### config.mk
export PLATFORM = sky130hd
export DESIGN_NAME = rd_lat_pipe
export DESIGN_NICKNAME = d
export VERILOG_FILES = /design/src/rtl/rd_lat_pipe.sv
export SDC_FILE = /design/constraint.sdc
export NUM_CORES = 1
export LEC_CHECK = 0
export ABC_AREA = 1
export CORE_MARGIN = 2
export CORE_UTILIZATION = 25
export DETAILED_ROUTE_END_ITERATION = 10
export HOLD_SLACK_MARGIN = 0.1
export PLACE_DENSITY_LB_ADDON = 0.25
export SYNTH_ARGS = -nofsm -noshare
export SYNTH_HDL_FRONTEND = slang
export SYNTH_SLANG_ARGS = --single-unit
### constraint.sdc
create_clock -name clk -period 0.8 [get_ports clk]
set_input_delay 0.12 -clock clk [delete_from_list [all_inputs] [get_ports clk]]
set_output_delay 0.12 -clock clk [all_outputs]
set_load 0.02 [all_outputs]
### src/rtl/rd_lat_pipe.sv
// Delay line carrying {valid, addr, expected} to line up with BRAM read data.
// Latency: RD_LAT cycles from push to pop.
// Backpressure: none; always shifts, flush_n clears all valid bits synchronously.
module rd_lat_pipe #(
    parameter int RD_LAT = 1,
    parameter int AW     = 20,
    parameter int DW     = 16
) (
    input  logic          clk,
    input  logic          flush_n,
    input  logic          push_vld,
    input  logic [AW-1:0] push_addr,
    input  logic [DW-1:0] push_exp,
    output logic          pop_vld,
    output logic [AW-1:0] pop_addr,
    output logic [DW-1:0] pop_exp
);

    logic [RD_LAT-1:0] vld_q;
    logic [AW-1:0]     addr_q [RD_LAT];
    logic [DW-1:0]     exp_q  [RD_LAT];

    always_ff @(posedge clk) begin
        if (!flush_n) begin
            vld_q <= '0;
        end else begin
            vld_q[0] <= push_vld;
            for (int i = 1; i < RD_LAT; i++) begin
                vld_q[i] <= vld_q[i-1];
            end
        end
    end

    // Payload needs no reset: it is only consumed alongside its valid bit.
    always_ff @(posedge clk) begin
        addr_q[0] <= push_addr;
        exp_q[0]  <= push_exp;
        for (int i = 1; i < RD_LAT; i++) begin
            addr_q[i] <= addr_q[i-1];
            exp_q[i]  <= exp_q[i-1];
        end
    end

    assign pop_vld  = vld_q[RD_LAT-1];
    assign pop_addr = addr_q[RD_LAT-1];
    assign pop_exp  = exp_q[RD_LAT-1];

endmodule

==> results by group <==
Synth
  • Yosys reg bits: 37
  • Top-area cell type share of the netlist area: 99.0%
  • Sequential-to-total area share from yosys stat: 99.0%
  • Commonest cells post-synth: dfxtp_1 (37), inv_1 (1), nand2_1 (1)
  • Most area-hungry cell type in the Yosys netlist: dfxtp_1
  • Largest cells by area after synthesis: dfxtp_1 (99%), inv_1 (0.50%), nand2_1 (0.50%)
  • Synth Cell Area: 748 um^2
  • Synth warn: 0
  • Synth async-reset ratio: 0%
  • Unique masters post-synth: 3
  • Post-synth EDFFs: 0
  • Main synth FF type: dfxtp_1
  • Total nets after synthesis: 78
  • Most frequent cell after synthesis: dfxtp_1
  • Cells after synthesis: 39
  • Mapped Avg Cell Area: 19.2 um^2

Setup path
  • CP Class: register to output port
  • Slowest CP cell: dfxtp_2
  • Setup crit start kind: register
  • CP top delay family: flip-flops
  • Worst endpoint data arrival time: 770 ps
  • Cells along the critical path: buf_6
  • Largest fanout on the critical path: 1
  • Crit path buffers/inverters: 1
  • Crit path largest cell delay: 330 ps
  • Crit end category: output port
  • CP Data Required Time: 680 ps

Die
  • Core area: 2810 um^2
  • Initial Util: 26.7%
  • Die Y: 58.7 um
  • Die Footprint: 3450 um^2
  • IO Count: 76
  • Row Count: 19
  • Die Wd: 58.7 um

Timing
  • RSZ-0062 raised after global routing: true
  • TNS Setup: -3160 ps
  • Tcrit/Tclk final: 112%
  • Final hold violations: 0
  • Max Slew Vio Count: 0
  • Worst Tran Pin Value: 97.0 ps
  • Clock period minus final worst setup slack: 893 ps
  • Final worst setup slack: -92.7 ps
  • Slew margin rel.: 93.5%
  • Max Fclk: 1.12 GHz
  • Final setup fails: 37

Drt
  • Routed Antenna Nets: 0
  • Router iterations before antenna repair: 6
  • Met2 wire len: 880 um
  • DRC Markers: 8
  • Routed wl met3: 306 um
  • Drt wl/cell: 12.2 um
  • Met1 wire length: 644 um
  • Vias per Instance: 3.84
  • 1st-iter DRT viols: 12
  • Via count: 583
  • Final wirelength: 1.85 mm
  • Uppermost layer routed: met4

Min path
  • Hold Path Class: input port to register

Clock tree
  • CTS tree: yes
  • Postcts setup bufs: 0
  • TritonCTS Buffers: 5
  • CTS root buf: clkbuf_4
  • Clock-pin slew on the worst setup and hold paths: 100 ps
  • Maximum clock path buffer count: 2
  • Sink Count: 37
  • H-tree levels: 2

Global route
  • Global route overflow: 0
  • Initial antenna violation count: 0
  • GRT Total Usage: 10.8%
  • Pin count of the biggest net entering global routing: 11
  • First-pass GRT wire length: 2.46 mm
  • Vias in the first global route: 543

Layout
  • N_diodes: 0
  • Util after Layout: 60.1%
  • Layout cells sized above 1: 66.1%
  • Area grow syn2layout: 125%
  • # fillers: 215
  • Layout Nets: 160
  • Finished Layout Cells: 152
  • Final Cell Area: 1690 um^2

Placed design
  • Post-Place Worst Slack: -241 ps
  • Post-place instance area: 1540 um^2
  • RD Place Congestion: 0.641
  • IO buf count: 75
  • Dpl cells: 145
  • Post-DP HPWL: 1.40 mm

Power and ir drop
  • Cell Pwr Density: 2050 nW/um^2
  • LEAKAGE: 0.727 nW
  • Worst VDD drop: 1.01 mV

Run status
  • Status: complete, but fails checks
  • Failing checks: design-rule violations, negative setup slack

Job
  • Maxcap violations: 0
## layer usage
| layer | vias up | global-route usage, % |
|---|---|---|
| li1 | 279 | - |
| met1 | 257 | 10.3 |
| met2 | 45 | 16.9 |
| met3 | 2 | 7.47 |
| met4 | 0 | 6.82 |
| met5 | - | 0 |
## flip-flops by register name, indices dropped and copies added, names as in the netlist
register / flops
addr_q: 20
exp_q: 16
pop_vld: 1
## final cells by class
type / instances / area, um^2 / share of cell area, %
multi-input combinational: 1 / 3.75 / 0.223
inverter: 1 / 3.75 / 0.223
clock buffer: 7 / 55.1 / 3.27
sequential: 37 / 787 / 46.7
timing repair buffer: 75 / 797 / 47.3
tap: 31 / 38.8 / 2.30
## through the flow
step	power (W)	hold slack [ps]
finish	0.00346	222
global route	0.00363	188
CTS	0.00352	197
detailed placement	0.00251	572
global placement	0.00250	570
floorplan	0.00214	148
## kinds of logic after synthesis
logic type	after synthesis	share of synthesized area, %
buf+inv	1	0.501
flops	37	99.0
simple gates	1	0.501
## report_power, final
| part | leakage (nW) | internal [W] | total, W | switching (W) |
|---|---|---|---|---|
| Combinational | 0.383 | 0.000339 | 0.000521 | 0.000183 |
| Clock | 0.0314 | 0.000415 | 0.000934 | 0.000519 |
| Sequential | 0.313 | 0.00196 | 0.00200 | 0.0000437 |
## what timing repair did
item,CTS,global route
gates resized for setup,259,0
setup endpoints to repair,37,37
hold buffers,0,0
## layout by cell type (no fill, tap or decap)
cell type,n
nand2_1,1
clkdlybuf4s50_1,38
clkbuf_8,1
clkbuf_1,1
inv_1,1
dfxtp_2,37
buf_6,37
clkbuf_4,5
## worst paths after layout
check                        start      endpoint  slack (ps)  cells past startpoint
worst max-delay path   exp_q[0][4]    pop_exp[4]         -90                      1
worst min-delay path  push_addr[9]  addr_q[0][9]         220                      1
Power figures use the tool's default switching activity.
